--- src/rtl/dsadc_pkg.sv ---
// Shared types and default parameters for the dual-slope conversion sequencer.
package dsadc_pkg;

  typedef enum logic [2:0] {
    ST_IDLE  = 3'd0,
    ST_AZ    = 3'd1,
    ST_BBM1  = 3'd2,
    ST_INT   = 3'd3,
    ST_BBM2  = 3'd4,
    ST_DEINT = 3'd5,
    ST_DONE  = 3'd6
  } dsadc_state_t;

  localparam int DEF_CNT_WIDTH  = 16;
  localparam int DEF_AZ_COUNT   = 500;
  localparam int DEF_INT_COUNT  = 1000;
  localparam int DEF_MAX_DEINT  = 2000;
  localparam int DEF_FILTER_LAT = 15;

endpackage

--- src/rtl/dual_slope_ctrl.sv ---
// Dual-slope ADC sequencer: autozero, integrate, deintegrate with timeout.
// Optional DSADC_LATENCY_COMP_EN subtracts the comparator filter latency from the count.
module dual_slope_ctrl
  import dsadc_pkg::*;
#(
  parameter int CNT_WIDTH  = DEF_CNT_WIDTH,
  parameter int AZ_COUNT   = DEF_AZ_COUNT,
  parameter int INT_COUNT  = DEF_INT_COUNT,
  parameter int MAX_DEINT  = DEF_MAX_DEINT,
  parameter int FILTER_LAT = DEF_FILTER_LAT
) (
  input  logic                 clk_i,
  input  logic                 rst_i,
  input  logic                 start_i,
  input  logic                 cmp_i,
  output logic                 az_sw_o,
  output logic                 int_sw_o,
  output logic                 ref_pos_sw_o,
  output logic                 ref_neg_sw_o,
  output logic                 busy_o,
  output logic                 done_o,
  output logic [CNT_WIDTH-1:0] result_o,
  output logic                 pol_o,
  output logic                 ovf_o
);

  if (AZ_COUNT < 1 || INT_COUNT < 1 || FILTER_LAT < 0 ||
      longint'(MAX_DEINT) >= (longint'(1) << CNT_WIDTH) ||
      longint'(AZ_COUNT)  >  (longint'(1) << CNT_WIDTH) ||
      longint'(INT_COUNT) >  (longint'(1) << CNT_WIDTH)) begin : g_param_err
    $error("dual_slope_ctrl: illegal parameter combination");
  end

  localparam logic [CNT_WIDTH-1:0] AZ_LAST  = CNT_WIDTH'(AZ_COUNT - 1);
  localparam logic [CNT_WIDTH-1:0] INT_LAST = CNT_WIDTH'(INT_COUNT - 1);
  localparam logic [CNT_WIDTH-1:0] MAX_CNT  = CNT_WIDTH'(MAX_DEINT);
`ifdef DSADC_LATENCY_COMP_EN
  localparam logic [CNT_WIDTH-1:0] LAT_CNT  = CNT_WIDTH'(FILTER_LAT);
`endif

  dsadc_state_t         state_q, state_d;
  logic [CNT_WIDTH-1:0] cnt_q, cnt_d;
  logic                 pol_q, pol_d;
  logic                 finish;
  logic                 fin_ovf;
  logic [CNT_WIDTH-1:0] fin_res;
  logic [CNT_WIDTH-1:0] res_adj;
  logic [CNT_WIDTH-1:0] result_q;
  logic                 pol_out_q;
  logic                 ovf_q;

  always_ff @(posedge clk_i or posedge rst_i) begin
    if (rst_i) begin
      state_q   <= ST_IDLE;
      cnt_q     <= '0;
      pol_q     <= 1'b0;
      result_q  <= '0;
      pol_out_q <= 1'b0;
      ovf_q     <= 1'b0;
    end else begin
      state_q <= state_d;
      cnt_q   <= cnt_d;
      pol_q   <= pol_d;
      if (finish) begin
        result_q  <= res_adj;
        pol_out_q <= pol_q;
        ovf_q     <= fin_ovf;
      end
    end
  end

  always_comb begin
    state_d = state_q;
    cnt_d   = cnt_q;
    pol_d   = pol_q;
    finish  = 1'b0;
    fin_ovf = 1'b0;
    fin_res = cnt_q;
    unique case (state_q)
      ST_IDLE: begin
        if (start_i) begin
          state_d = ST_AZ;
          cnt_d   = '0;
        end
      end
      ST_AZ: begin
        if (cnt_q == AZ_LAST) begin
          state_d = ST_BBM1;
          cnt_d   = '0;
        end else begin
          cnt_d = cnt_q + CNT_WIDTH'(1);
        end
      end
      ST_BBM1: begin
        state_d = ST_INT;
        cnt_d   = '0;
      end
      ST_INT: begin
        if (cnt_q == INT_LAST) begin
          pol_d   = cmp_i;
          state_d = ST_BBM2;
          cnt_d   = '0;
        end else begin
          cnt_d = cnt_q + CNT_WIDTH'(1);
        end
      end
      ST_BBM2: begin
        state_d = ST_DEINT;
        cnt_d   = '0;
      end
      ST_DEINT: begin
        // A comparator flip wins over the timeout when both land on the same edge.
        if (cmp_i != pol_q) begin
          finish  = 1'b1;
          state_d = ST_DONE;
        end else if (cnt_q == MAX_CNT) begin
          finish  = 1'b1;
          fin_ovf = 1'b1;
          fin_res = MAX_CNT;
          state_d = ST_DONE;
        end else begin
          cnt_d = cnt_q + CNT_WIDTH'(1);
        end
      end
      ST_DONE: state_d = ST_IDLE;
      default: state_d = ST_IDLE;
    endcase
  end

  always_comb begin
    res_adj = fin_res;
`ifdef DSADC_LATENCY_COMP_EN
    if (!fin_ovf) res_adj = (fin_res > LAT_CNT) ? fin_res - LAT_CNT : '0;
`endif
  end

  // done_o is a one-cycle valid with no ready: the reader must take
  // result_o/pol_o/ovf_o on that cycle or later, they hold until the next done_o.
  always_comb begin
    az_sw_o      = (state_q == ST_IDLE) || (state_q == ST_AZ);
    int_sw_o     = (state_q == ST_INT);
    ref_neg_sw_o = (state_q == ST_DEINT) && pol_q;
    ref_pos_sw_o = (state_q == ST_DEINT) && !pol_q;
    busy_o       = (state_q != ST_IDLE);
    done_o       = (state_q == ST_DONE);
  end

  assign result_o = result_q;
  assign pol_o    = pol_out_q;
  assign ovf_o    = ovf_q;

endmodule

--- config.mk ---
export PLATFORM = sky130hd
export DESIGN_NAME = dual_slope_ctrl
export DESIGN_NICKNAME = d
export VERILOG_FILES = /design/src/rtl/dsadc_pkg.sv /design/src/rtl/dual_slope_ctrl.sv
export SDC_FILE = /design/constraint.sdc
export NUM_CORES = 1
export LEC_CHECK = 0
export BUFFER_PORTS_ARGS = -buffer_cell sky130_fd_sc_hd__clkbuf_2
export CAP_MARGIN = 20
export CORE_AREA = 2 2 67 69
export CTS_BUF_LIST = sky130_fd_sc_hd__clkbuf_16
export CTS_CLUSTER_DIAMETER = 100
export CTS_CLUSTER_SIZE = 14
export DETAILED_ROUTE_END_ITERATION = 12
export DIE_AREA = 0 0 69 71
export PLACE_DENSITY = 0.72
export SLEW_MARGIN = 30
export SYNTH_ARGS = -nofsm -noshare
export SYNTH_HDL_FRONTEND = slang
export SYNTH_SLANG_ARGS = --single-unit
--- constraint.sdc ---
create_clock -name clk_i -period 2.6 [get_ports clk_i]
set_input_delay 0.26 -clock clk_i [delete_from_list [all_inputs] [get_ports clk_i]]
set_output_delay 0.26 -clock clk_i [all_outputs]
set_load 0.02 [all_outputs]
# Yosys cells after proc, flatten, opt, wreduce, memory -nomap -nowiden
# Index checks and enable logic that the tools add are counted.
# op_classes
n_eq_ne	16
n_lt_le_gt_ge	0
bitwise_logic	0
n_mux	20
n_addsub	1
div_mod_pow	0
reduce_logical	11
n_mul	0
shifts	0
# ops
cell	n
$mux W16	8
$pmux W16 S5	1
$pmux W3 S6	1
$add A16 B1 Y16 const B	1
$eq A16 B10 Y1 const B	1
$eq A16 B11 Y1 const B	1
$eq A16 B9 Y1 const B	1
$mux W3	5
$eq A3 B3 Y1 const B	3
$ne A2 B2 Y1 const B	4
$reduce_and A4 Y1	2
$eq A3 B2 Y1 const B	2
$mux W1	5
$reduce_bool A5 Y1	1
$eq A3 B1 Y1 const B	1
$logic_not A3 Y1	1
$ne A3 B3 Y1 const B	1
$reduce_bool A3 Y1	1
$logic_and A1 B1 Y1	2
$ne A2 B1 Y1 const B	1
$reduce_and A2 Y1	1
$reduce_or A2 Y1	1
$logic_not A1 Y1	1
$logic_or A1 B1 Y1	1
$ne A1 B1 Y1	1
# totals
mem_bits_ro	0
input_bits	4
latch_bits	0
n_memories	0
ram_bits	0
out_inout_bits	24
regBits	38
elab_cells	54

# Depth between registers and ports, before layout
# Gate-level depths: netlist (run 1).
# logic_depth
depth_word	4
ltp_mapped	10
ltp_nobuf	8

# Least setup slack after synthesis (run 1)
# Ideal clock, no wire load.
# synth_timing
kind	reg2reg
from	register cnt_q[11]
to	register cnt_q[11]
t_required_ns	2.474
arrival_ns	2.326
setup_time_ns	0.126
path_buffers	1
synth_period_minus_slack_ns	2.452
stages_incl_launch_ff	8
setup_slack_ns	0.148
path_cell_list	dfrtp_1 or4_4 or4_4 o21ai_4 or3b_1 buf_6 nor2_4 a221o_1
# synth_via
elab_chain_len	4
elab_cells_between_ends	11
cone_classes	1 x add/sub; 4 x eq/ne; 5 x mux; 1 x reduce/logical
# synth_rtl
element	line	source
start, declared	dual_slope_ctrl.sv:42	logic [CNT_WIDTH-1:0] cnt_q, cnt_d;
start signal, assigned	dual_slope_ctrl.sv:62	cnt_q <= cnt_d;
$add A16 B1 Y16	dual_slope_ctrl.sv:91, dual_slope_ctrl.sv:104, dual_slope_ctrl.sv:122	
$mux W16	dual_slope_ctrl.sv:116	end else if (cnt_q == MAX_CNT) begin
$mux W16	dual_slope_ctrl.sv:113	if (cmp_i != pol_q) begin
$pmux W16 S5	dual_slope_ctrl.sv:79	unique case (state_q)
# Parallel ways exist; a longest one is shown, timed or not. The select of a mux whose other input is x is not followed.
# A chain may end at the register's enable or synchronous reset.

# Final worst setup path (run 1)
# layout_timing
from	register cnt_q[11]
to	register cnt_q[3]
# layout_via
elab_chain_len	3
elab_cells_between_ends	8
cone_classes	4 x eq/ne; 3 x mux; 1 x reduce/logical
# layout_rtl
element	line	source
$eq A16 B10 Y1, or another cell as far along	dual_slope_ctrl.sv:99	if (cnt_q == INT_LAST) begin
$mux W16, or another cell as far along	dual_slope_ctrl.sv:99	
$pmux W16 S5 or $reduce_and A4 Y1 (tied branches)	--	
# Parallel ways exist; a longest one is shown, timed or not.

==> flow_summary_export.csv, run 1 <==
group,metric,value,unit
run_status,outcome,"finished, final reports clean",
clock_network,cts_made_buffers,5,
yosys,synth_flop_cell,"dfrtp_1",
setup_path,crit_family,"simple AND/OR/NAND/NOR gates",
timing,max_freq,0.4018,GHz
setup_path,cp_common_cell,"or4_4",
yosys,ys_types,51,
timing,clock_skew,0.004992,ns
yosys,ys_async_sr_fraction,1.000,
timing,slew_violations,0,
timing,tns,0,ns
detailed_routing,ant_nets,0,
timing,setup_viol,0,
clock_network,cts_tree,"done",
die,floorplan.initialDensity,0.4833,
die,fp.dieH,71,µm
die,io_pins,28,
clock_network,clockBufferDepth,2,
finish,final_util,0.5807,
setup_path,cp.arrival,2.65,ns
pwr,pwr-share-seq,0.333,
die,dieArea,4899,µm²
finish,syn_to_final_growth,20.14,%
yosys,avgSynthCellArea,10.64,µm²
detailed_routing,wl_per_cell,17.25,µm
min_path,hold_path.class,"input port to async pin",
yosys,syn_inst,191,
timing,worst_slack,0.1111,ns
finish,n_antenna_cell,0,
run,cap_viol_max_count,0,
grt,grt_max_degree,24,
detailed_routing,first_pass_iters,4,
place,dp_cells,279,
pwr,p_leak,1.167,nW
setup_path,crit_slowest_cell,"or4_4",
finish,nets,240,
yosys,synth_area,2032,µm²
die,std_cell_rows,24,
pwr,switching_share,0.3102,
pwr,power_switching,0.6272,mW
pwr,p_clk_frac,0.381,
clock_network,cts-htree-levels,2,
grt,antenna_found_initial,0,
detailed_routing,routed_via_density,5.871,
setup_path,critical_path_class,"flop to flop",
grt,grt_pass1_wl,8528,µm
place,dp.final_hpwl,3593,µm
setup_path,critPathMaxFanout,7,
timing,worstMarginPinSlew,0.6638,ns
clock_network,cts_hold_buf,0,
grt,grt-ovfl-total,0,
pwr,power,2.022,mW
timing,final_hold_viol_count,0,
yosys,syn_nets,197,
setup_path,crit_chain,"or4_4 > or4_4 > o21ai_4 > or3b_1 > buf_4 > o21ai_2 > a22o_1",
finish,post_layout_nonfiller_instances,287,
clock_network,clkTransAtPathRegs,0.06,ns
setup_path,slowest_delay,0.56,ns
detailed_routing,remaining_drc_errors,0,
place,place_ws,0.1191,ns
setup_path,timing.critical_path.buf_inv,1,
detailed_routing,drtIter0Drc,163,
setup_path,end_kind,"flop",
yosys,ys_warn_count,0,
place,gp_congestion,1.025,
detailed_routing,route.vias.total,1685,
die,die_w,69,µm
yosys,yosysSeqAreaShare,0.4680,
setup_path,worst_ep_required_time,2.76,ns
pwr,combPwrFrac,0.286,
place,place.port_buffers,27,
grt,grt_util_all_layers,0.2207,
clock_network,clock-root-buffer,"clkbuf_16",
timing,rsz0062_at_grt,"false",
finish,drive_gt1_frac,0.3319,
pwr,intPower,1.395,mW
yosys,synth_edf_count,0,
clock_network,cts.sinks,38,
pwr,vdd_ir_drop_max,0.0003426,V
timing,min_period,2.489,ns
timing,min_period_over_period,0.9573,
yosys,ys_seq_elements,38,
detailed_routing,drt_wl_total,4952,µm
pwr,power_density,828.3,nW/µm²
clock_network,clk_latency,0.28,ns
grt,grt_pass1_vias,1659,
setup_path,setup.worst_path.start_class,"flop",
die,core-area,4204,µm²
timing,max_slew_margin,0.5558,
## path summary, 6_finish.rpt
path	slack, ns	endpoint	from	depth (start not counted)
min	0.04	pol_o	rst_i	2
min in group clk_i	0.26	pol_q	cmp_i	2
min reg2reg	0.47	pol_o	pol_o	2
max	0.11	cnt_q[3]	cnt_q[11]	7
max reg2reg	0.11	cnt_q[3]	cnt_q[11]	7
max in group asynchronous	1.83	cnt_q[11]	rst_i	3
## power by group through the flow
stage | logic (mW) | registers, mW | clock network [mW]
4_1_cts | 0.560 | 0.672 | 0.782
5_1_grt | 0.633 | 0.679 | 0.810
6_report | 0.578 | 0.674 | 0.770
3_3_place_gp | 0.548 | 0.680 | 0
2_1_floorplan | 0.486 | 0.662 | 0
3_5_place_dp | 0.558 | 0.683 | 0
## routing by layer
layer,routed length (µm),part of all wire,track usage
met1,2247,0.45,0.3192
met5,0,0,0
met3,327,0.066,0.03134
met2,2315,0.47,0.3472
met4,62,0.013,0.06754
## cells in the mapped netlist (all sizes together) (3+ instances only)
cell type  instances  share of area
inv                5         0.0092
o21ai             16          0.047
nor3               5          0.012
nor2b              3         0.0092
nor2              15          0.031
nand3              9          0.022
nand2b             5          0.015
o22a               6          0.030
and3               7          0.022
and2               3         0.0092
buf                4          0.023
o31ai              3          0.011
dfrtp             38           0.47
a21o               4          0.017
a22o              15          0.065
nand2             16          0.031
## layout by cell type, fill, tap and decap left out, types with 3 or more instances in the layout
master / instances
nor2_1: 14
clkbuf_2: 27
a21o_2: 4
clkbuf_16: 5
o22a_2: 6
inv_1: 5
nand2b_1: 5
nor2b_1: 3
a22o_1: 14
buf_4: 17
nor3_1: 5
dfrtp_1: 38
and2_1: 3
and3_1: 6
o31ai_1: 3
nand2_1: 15
o21ai_0: 14
nand3_1: 8
## repair_timing
action / in CTS / in global routing
resized for setup: 0 / 3
buffers inserted: 0 / 0
endpoints found under the setup margin: 0 / 10
## sequential cells by signal, indices dropped and copies added, names as in the netlist
signal    cells
cnt_q        16
ovf_o         1
pol_o         1
pol_q         1
result_o     16
state_q       3
## cell type report
cell class | count | area [µm²]
fillers | 354 | 1763
multi-input cells | 140 | 954.7
flip-flops and latches | 38 | 950.9
repair buffers | 44 | 262.8
clock buffers | 5 | 125.1
well taps | 52 | 65.06
clock inverters | 3 | 63.81
inverters | 5 | 18.77
## cells by family after synthesis
group | count (synthesis) | synth area share
XOR/XNOR | 1 | 0.004311
multiplexers | 1 | 0.005541
AO/OA/AOI/OAI | 54 | 0.2100
buffers and inverters | 13 | 0.06835
flip-flops | 38 | 0.4680
AND/OR/NAND/NOR | 82 | 0.2315
adder cells (fa/ha/maj) | 2 | 0.01231
## metrics by stage
stage                     hold WS [ns]  instance area, µm²
after floorplan                 0.4105                2032
after global placement          0.3466                2240
after detailed placement        0.3509                2240
after CTS                      0.05585                2429
after global routing            0.1106                2441
final                          0.03519                2441
Note: power is estimated with default switching activity, not from simulation.
==> inputs of run 2 (changes only) <==
--- a/config.mk
+++ b/config.mk
@@ -7,12 +7,12 @@
 export LEC_CHECK = 0
 export BUFFER_PORTS_ARGS = -buffer_cell sky130_fd_sc_hd__clkbuf_2
 export CAP_MARGIN = 20
-export CORE_AREA = 2 2 67 69
+export CORE_AREA = 10 10 75 77
 export CTS_BUF_LIST = sky130_fd_sc_hd__clkbuf_16
 export CTS_CLUSTER_DIAMETER = 100
 export CTS_CLUSTER_SIZE = 14
 export DETAILED_ROUTE_END_ITERATION = 12
-export DIE_AREA = 0 0 69 71
+export DIE_AREA = 0 0 85 87
 export PLACE_DENSITY = 0.72
 export SLEW_MARGIN = 30
 export SYNTH_ARGS = -nofsm -noshare
==> constraint.sdc (replaced) <==
create_clock -name clk_i -period 2.1 [get_ports clk_i]
set_input_delay 0.21 -clock clk_i [delete_from_list [all_inputs] [get_ports clk_i]]
set_output_delay 0.21 -clock clk_i [all_outputs]
set_load 0.02 [all_outputs]
==> flow_summary_export.csv, run 2 (synthesis gave the netlist of run 1 again) <==
group,metric,value,unit
setup_path,r2r_cells,6,
die,floorplan.initialDensity,0.4799,
setup_path,critical_path_class,"flop to flop",
clock_network,cts-htree-levels,2,
finish,syn_to_final_growth,39.10,%
setup_path,setup.worst_path.start_class,"flop",
timing,max_freq,0.4453,GHz
run_status,outcome,"finished, violations left",
run_status,violations,"negative setup slack",
setup_path,critPathMaxFanout,8,
timing,worst_slack,-0.1458,ns
setup_path,r2r_slack,-0.15,ns
pwr,power,2.755,mW
grt,grt_pass1_wl,9128,µm
pwr,power_density,974.7,nW/µm²
timing,min_period,2.246,ns
min_path,hold_path.class,"input port to async pin",
setup_path,cp.arrival,2.41,ns
place,gp_congestion,0.9095,
clock_network,cts.sinks,38,
place,dp.final_hpwl,3725,µm
finish,post_layout_nonfiller_instances,322,
setup_path,worst_ep_required_time,2.26,ns
timing,min_period_over_period,1.069,
clock_network,clkTransAtPathRegs,0.05,ns
grt,antenna_found_initial,0,
detailed_routing,routed_via_density,5.699,
die,core-area,4234,µm²
place,placed_area,2444,µm²
clock_network,clockBufferDepth,2,
grt,grt-ovfl-total,0,
clock_network,cts_tree,"done",
timing,clock_skew,0.004177,ns
finish,mostFrequentLayoutCells,"buf_4 (43), dfrtp_1 (38), clkbuf_2 (27)",
timing,worst_hold_slack,0.005224,ns
detailed_routing,route.vias.total,1835,
timing,final_hold_viol_count,0,
clock_network,clk_latency,0.28,ns
finish,n_antenna_cell,0,
detailed_routing,wl_per_cell,16.96,µm
detailed_routing,drtIter0Drc,118,
die,std_cell_rows,24,
finish,drive_gt1_frac,0.4852,
detailed_routing,remaining_drc_errors,0,
clock_network,cts_hold_buf,0,
setup_path,r2r_end,"cnt_q[11]",
pwr,vdd_ir_drop_max,0.0004611,V
pwr,p_leak,1.362,nW
timing,rsz0062_at_grt,"true",
place,place.port_buffers,27,
finish,final_util,0.6676,
finish,final_common_cell,"buf_4",
finish,final_area,2826,µm²
place,dp_cells,305,
clock_network,cts_made_buffers,5,
die,io_pins,28,
clock_network,clock-root-buffer,"clkbuf_16",
detailed_routing,drt_wl_total,5460,µm
die,fp.dieH,87,µm
setup_path,rr_startpoint,"cnt_q[14]",
place,place_ws,-0.2979,ns
timing,tns,-2.205,ns
die,dieArea,7395,µm²
timing,max_slew_margin,0.6833,
timing,slew_violations,0,
detailed_routing,first_pass_iters,4,
finish,nets,275,
grt,grt_pass1_vias,1829,
die,die_w,85,µm
run,cap_viol_max_count,0,
timing,setup_viol,28,
detailed_routing,ant_nets,0,
setup_path,end_kind,"flop",
grt,grt_max_degree,39,
timing,worstMarginPinSlew,0.4750,ns
grt,grt_util_all_layers,0.1529,
run 2: layer usage:
layer | global-route usage | vias to the layer above | wire, µm
met3 | 0.04588 | 12 | 317
met5 | 0 | - | 0
li1 | - | 868 | -
met2 | 0.2452 | 53 | 2725
met1 | 0.1885 | 902 | 2314
met4 | 0.05838 | 0 | 102
run 2: critical path: stages (launching register included):
cell and delay [ns]:
dfrtp_1 0.37, or4_4 0.57, or4_4 0.46, o21ai_4 0.15
or3b_4 0.20, nor2_4 0.08, a221o_1 0.29
run 2: report_power, final:
part | total, mW | switching (mW) | internal [mW]
clock network | 0.707 | 0.278 | 0.429
logic | 1.24 | 0.639 | 0.604
registers | 0.805 | 0.0291 | 0.776
run 2: area by class of cell:
cell class / instances / area, µm²
timing repair buffer: 79 / 563.0
multi-input combinational: 140 / 1091
inverter: 5 / 18.77
clock inverter: 3 / 12.51
fill: 319 / 1408
clock buffer: 5 / 125.1
tap: 52 / 65.06
sequential: 38 / 950.9
run 2: worst max-delay path by stage:
stage	start	endpoint	slack, ns	depth (start not counted)
2_1_floorplan	cnt_q[14]	cnt_q[11]	-0.27	7
3_3_place_gp	cnt_q[0]	cnt_q[11]	-0.31	7
3_5_place_dp	cnt_q[0]	cnt_q[11]	-0.30	7
4_1_cts	cnt_q[3]	cnt_q[11]	-0.22	7
5_1_grt	cnt_q[14]	cnt_q[11]	-0.21	6
6_report	cnt_q[14]	cnt_q[11]	-0.15	6
run 2: what timing repair did:
item,in CTS,in global routing
gates resized for setup,25,22
endpoints found under the setup margin,29,26
setup buffers,8,1
endpoints found under the hold margin,0,0
pin swaps,9,11
